### src/rtl/pipe_pkg.sv
// Shared pipeline-sequencer types: scoreboard entry layout and segment indices.
package pipe_pkg;

  localparam int RAW_MAX = 16;
  localparam int SEG_IF  = 0;
  localparam int SEG_ID  = 1;

  // rd is sized for the widest supported register address; narrower
  // addresses are zero-extended on entry.
  typedef struct packed {
    logic               valid;
    logic [RAW_MAX-1:0] rd;
    logic               we;
    logic               load;
  } sb_entry_t;

  function automatic int seg_wb(input int nstage);
    return nstage - 1;
  endfunction

endpackage

### src/rtl/pipe_seq_ctrl_sat_cnt16.sv
// 16-bit event counter that sticks at all-ones instead of wrapping.
module sat_cnt16 (
  input  logic        clk,
  input  logic        rst_n,
  input  logic        i_en,
  output logic [15:0] o_cnt
);

  logic [15:0] r_cnt;

  always_ff @(posedge clk or negedge rst_n) begin
    if (!rst_n) begin
      r_cnt <= '0;
    end else if (i_en && (r_cnt != 16'hFFFF)) begin
      r_cnt <= r_cnt + 16'd1;
    end
  end

  assign o_cnt = r_cnt;

endmodule

### src/rtl/pipe_seq_ctrl.sv
// In-order pipeline sequencer: RAW-hazard stall, taken-branch flush, per-segment enables.
// Define PIPE_FWD_EN for forwarding builds, where only load-use in segment 2 stalls.
module pipe_seq_ctrl
  import pipe_pkg::*;
#(
  parameter int NSTAGE   = 5,
  parameter int RAW      = 5,
  parameter int BR_STAGE = 2
) (
  input  logic              clk,
  input  logic              rst,
  input  logic              if_valid,
  input  logic [RAW-1:0]    id_rs,
  input  logic [RAW-1:0]    id_rt,
  input  logic              id_rs_use,
  input  logic              id_rt_use,
  input  logic [RAW-1:0]    id_rd,
  input  logic              id_we,
  input  logic              id_load,
  input  logic              br_taken,
  output logic [NSTAGE-1:0] stage_en,
  output logic [NSTAGE-1:0] stage_valid,
  output logic [15:0]       stall_cnt,
  output logic [15:0]       flush_cnt
);

  localparam int WB    = seg_wb(NSTAGE);
  localparam int HZ_LO = 2;
`ifdef PIPE_FWD_EN
  localparam int HZ_HI     = 2;
  localparam bit LOAD_ONLY = 1'b1;
`else
  localparam int HZ_HI     = NSTAGE - 2;
  localparam bit LOAD_ONLY = 1'b0;
`endif

  logic      r_vld0;
  logic      r_vld1;
  sb_entry_t r_sb  [2:WB];

  sb_entry_t         w_sb1;
  sb_entry_t         w_nsb [2:WB];
  logic              w_nvld0;
  logic              w_nvld1;
  logic              w_hazard;
  logic              w_flush;
  logic              w_stall;
  logic              w_flush_ev;
  logic [NSTAGE-1:0] w_valid;
  logic [RAW_MAX-1:0] w_rs;
  logic [RAW_MAX-1:0] w_rt;

  function automatic logic src_hit(input logic en, input logic [RAW_MAX-1:0] src,
                                   input sb_entry_t e);
    return en && (src != '0) && e.valid && e.we && (src == e.rd);
  endfunction

  // Segment 1 is described live by the decode inputs; only its valid is held here.
  assign w_sb1 = '{valid: r_vld1, rd: RAW_MAX'(id_rd), we: id_we, load: id_load};
  assign w_rs  = RAW_MAX'(id_rs);
  assign w_rt  = RAW_MAX'(id_rt);

  always_comb begin
    w_valid    = '0;
    w_valid[0] = r_vld0;
    w_valid[1] = r_vld1;
    for (int k = 2; k <= WB; k++) w_valid[k] = r_sb[k].valid;
  end

  // The writeback segment is never checked: the register file writes before it reads.
  always_comb begin
    w_hazard = 1'b0;
    for (int k = HZ_LO; k <= HZ_HI; k++) begin
      if (!LOAD_ONLY || r_sb[k].load) begin
        w_hazard = w_hazard | src_hit(id_rs_use, w_rs, r_sb[k])
                            | src_hit(id_rt_use, w_rt, r_sb[k]);
      end
    end
    w_hazard = w_hazard & r_vld1;
  end

  assign w_flush    = br_taken & w_valid[BR_STAGE];
  assign w_stall    = w_hazard & ~w_flush;
  assign w_flush_ev = w_flush;

  always_comb begin
    stage_en = '1;
    if (w_stall) stage_en[1:0] = 2'b00;
  end

  always_comb begin
    w_nvld0 = r_vld0;
    w_nvld1 = r_vld1;
    for (int k = 2; k <= WB; k++) w_nsb[k] = r_sb[k];
    if (w_stall) begin
      w_nsb[2] = '0;
      for (int k = 3; k <= WB; k++) w_nsb[k] = r_sb[k-1];
    end else begin
      w_nvld0  = if_valid;
      w_nvld1  = r_vld0;
      w_nsb[2] = w_sb1;
      for (int k = 3; k <= WB; k++) w_nsb[k] = r_sb[k-1];
      // Everything younger than the branch is wrong-path, including the slot it vacates.
      if (w_flush) begin
        w_nvld0 = 1'b0;
        w_nvld1 = 1'b0;
        for (int k = 2; k <= BR_STAGE; k++) w_nsb[k] = '0;
      end
    end
  end

  always_ff @(posedge clk or negedge rst) begin
    if (!rst) begin
      r_vld0 <= 1'b0;
      r_vld1 <= 1'b0;
      for (int k = 2; k <= WB; k++) r_sb[k] <= '0;
    end else begin
      r_vld0 <= w_nvld0;
      r_vld1 <= w_nvld1;
      for (int k = 2; k <= WB; k++) r_sb[k] <= w_nsb[k];
    end
  end

  assign stage_valid = w_valid;

  sat_cnt16 u_stall_cnt (
    .clk   (clk),
    .rst_n (rst),
    .i_en  (w_stall),
    .o_cnt (stall_cnt)
  );

  sat_cnt16 u_flush_cnt (
    .clk   (clk),
    .rst_n (rst),
    .i_en  (w_flush_ev),
    .o_cnt (flush_cnt)
  );

endmodule
### config.mk
export PLATFORM = sky130hd
export DESIGN_NAME = pipe_seq_ctrl
export DESIGN_NICKNAME = d
export VERILOG_FILES = /design/src/rtl/pipe_pkg.sv /design/src/rtl/pipe_seq_ctrl_sat_cnt16.sv /design/src/rtl/pipe_seq_ctrl.sv
export SDC_FILE = /design/constraint.sdc
export NUM_CORES = 1
export LEC_CHECK = 0
export CORE_UTILIZATION = 53
export DETAILED_ROUTE_END_ITERATION = 16
export GPL_TIMING_DRIVEN = 0
export PLACE_DENSITY = 0.9
export REMOVE_ABC_BUFFERS = 1
export SLEW_MARGIN = 20
export SYNTH_ARGS = -nofsm -noshare
export SYNTH_HDL_FRONTEND = slang
export SYNTH_HIERARCHICAL = 1
export SYNTH_SLANG_ARGS = --single-unit
### constraint.sdc
create_clock -name clk -period 5.55 [get_ports clk]
set_clock_uncertainty 0.15 [all_clocks]
set_input_delay 1.11 -clock clk [delete_from_list [all_inputs] [get_ports clk]]
set_output_delay 1.11 -clock clk [all_outputs]
set_load 0.005 [all_outputs]
==> out/summary.txt <==
Routed WL per cell = 15.4 µm
Reg2reg start = r_sb[25]
Distinct cells, synth = 37
Post-synth EDFFs = 0
Die X = 72.2 µm
Commonest non-fill, non-tap cell in the layout = clkdlybuf4s50_1
GRT met1 Usage = 0.285
Fraction of layout cells with a size suffix above 1 = 0.105
Post-CTS Setup Bufs = 0
Minimum clock period = 4.87 ns
CP Launch Point = id_rt[2]
Initial core utilization = 0.552
Final Hold Viols = 0
First-pass GRT wire length = 9360 µm
WL final = 5550 µm
Slew headroom = 0.595
Core ar. = 4720 µm²
Final Power = 788 µW
Routed Antenna Nets = 0
Post_cts resized = 0
Num rows = 25
Vias/cell = 5.71
Status = finished, final reports clean
Comb power frac = 0.183
Hold Buf Count CTS = 0
Htree depth = 2
DR DRC count = 0
Top-area cell type share of the netlist area = 0.470
Post-place setup slack = 0.688 ns
CTS sink cnt = 49
Cell taking the most area after synthesis = dfrtp_1
Worst Max-Slew Pin Slew = 0.608 ns
Routability Congestion = 0.873
Crit end category = output pin
Clock share of power = 0.267
Met2 Use GR = 0.404
Worst vdd ir = 0.156 mV
Placed Area = 3250 µm²
Largest net degree at the start of global routing = 34
TritonRoute pass-1 iters = 4
Final number of setup-violating endpoints = 0
Die area = 5210 µm²
GRT Residual Overflow = 0
Main synth FF type = dfrtp_1
Critical path type = in -> out
Vias in the first global route = 2008
F_max = 205 MHz
Worst min-delay path startpoint = r_sb[39]
Switching Power = 225 µW
Final HPWL DP = 4120 µm
Seq pwr share = 0.551
GRT Util Overall = 0.232
RSZ-0062 raised after global routing = false
Area delta synth->final = 27.8%
Netlist Area Pre-Place = 2610 µm²
Period Utilization, post-route = 0.877
DRT iter0 DRCs = 179
Arr. time, crit path = 3.61 ns
Int Power = 563 µW
Mapped Avg Cell Area = 11.2 µm²
Min-Delay Path Class = reg -> reg
Clock Tree Buf Depth = 2
Setup slack, reg-to-reg = 2.66 ns
Setup_tns = 0 ns
IO Pins = 65
Initial antenna violation count = 0
Min Hold Slack = 0.256 ns
Routing usage on met3 = 0.0486
Startpoint types = primary input
FFs w/ async S/R, synth = 1.00
Sequential-to-total area share from yosys stat = 0.470
FF+latch count, synth = 49
CTS tree = done
Final setup margin = 0.684 ns
Synth Instances = 232
Clk Tree Root Cell = clkbuf_8
DP Cell Count = 353
Chip Height = 72.2 µm
Max Slew Vio Count = 0
Gr busiest metal = met2
PwrDens = 236 nW/µm²
Most frequent cells in the layout = 59 x clkdlybuf4s50_1, 49 x dfrtp_1, 22 x xnor2_1
Clock Latency Late Sink = 0.30 ns
CTS Buf Count = 5
Synth area leaders = dfrtp_1 47%, xnor2_1 7.4%, xor2_1 4.0%
Post-Layout Cell Count = 361
LEAKAGE = 1.43 nW
# port buffers = 60
Diodes inserted = 0
Post-layout util = 0.706
Switching portion of total power = 0.285
Max FO, Critical Path = 6
Yosys warning total = 6
Critical Path RT = 4.29 ns
Fin nets = 318
Design area = 3330 µm²
Clock-pin slew on the worst setup and hold paths = 0.09 ns
Via count = 2061
Max_cap viols = 0
worst max-delay path, cell delays in order:
cell and delay [ns]:
clkdlybuf4s50_1 0.55, or4_1 0.15, o21ai_1 0.07, nor4_1 0.41, o211ai_1 0.20, a21oi_1 0.52
inv_1 0.12, clkdlybuf4s50_1 0.48
layout make-up:
class | count | area, µm²
repair buffers | 61 | 616
clock inverters | 2 | 13.8
flip-flops and latches | 49 | 1230
multi-input cells | 168 | 1290
clock buffers | 6 | 72.6
well taps | 67 | 83.8
fillers | 344 | 1390
inverters | 8 | 30.0
flip-flops by register name (all words and copies together) (netlist names):
name,flops
r_sb,12
r_vld0,1
r_vld1,1
stage_valid,3
u_flush_cnt/o_cnt,16
u_stall_cnt/o_cnt,16
power by group through the flow:
stage / registers [mW] / clock network [mW] / logic [mW]
after floorplan: 0.433 / 0 / 0.0562
after global placement: 0.439 / 0 / 0.137
after detailed placement: 0.439 / 0 / 0.146
after CTS: 0.434 / 0.214 / 0.145
after global routing: 0.438 / 0.231 / 0.158
final: 0.434 / 0.210 / 0.144
logic make-up after synthesis:
family,count (synthesis),synth area share
compound gates,38,0.110
mux,3,0.0125
other cells,1,0.00144
xor+xnor,34,0.114
flops,49,0.470
simple gates,88,0.245
buf+inv,17,0.0374
fa+ha+maj,2,0.00959
synthesized netlist by cell type (4+ instances only):
library cell	number
a21oi_1	7
a31oi_1	6
and3_1	4
buf_4	9
dfrtp_1	49
inv_1	8
nand2_1	14
nand3_1	14
nand4_1	16
nor2_1	11
nor4_1	4
nor4_4	4
o211ai_1	4
o21a_1	11
xnor2_1	22
xor2_1	12
final timing paths:
kind                                         end  cells past startpoint
setup / recovery                     stage_en[0]                      8
hold / removal                          r_sb[20]                      0
hold reg to reg                         r_sb[20]                      0
setup reg to reg           u_stall_cnt/o_cnt[14]                      9
max in group asynchronous               r_sb[42]                      2
min in group asynchronous   u_stall_cnt/o_cnt[8]                      1
per-layer routing:
| metal | vias up | share of wire |
|---|---|---|
| met1 | 1006 | 0.42 |
| met3 | 9 | 0.053 |
| li1 | 980 | - |
| met5 | - | 0 |
| met4 | 0 | 0.019 |
| met2 | 66 | 0.51 |
(Power assumes the default switching activity.)
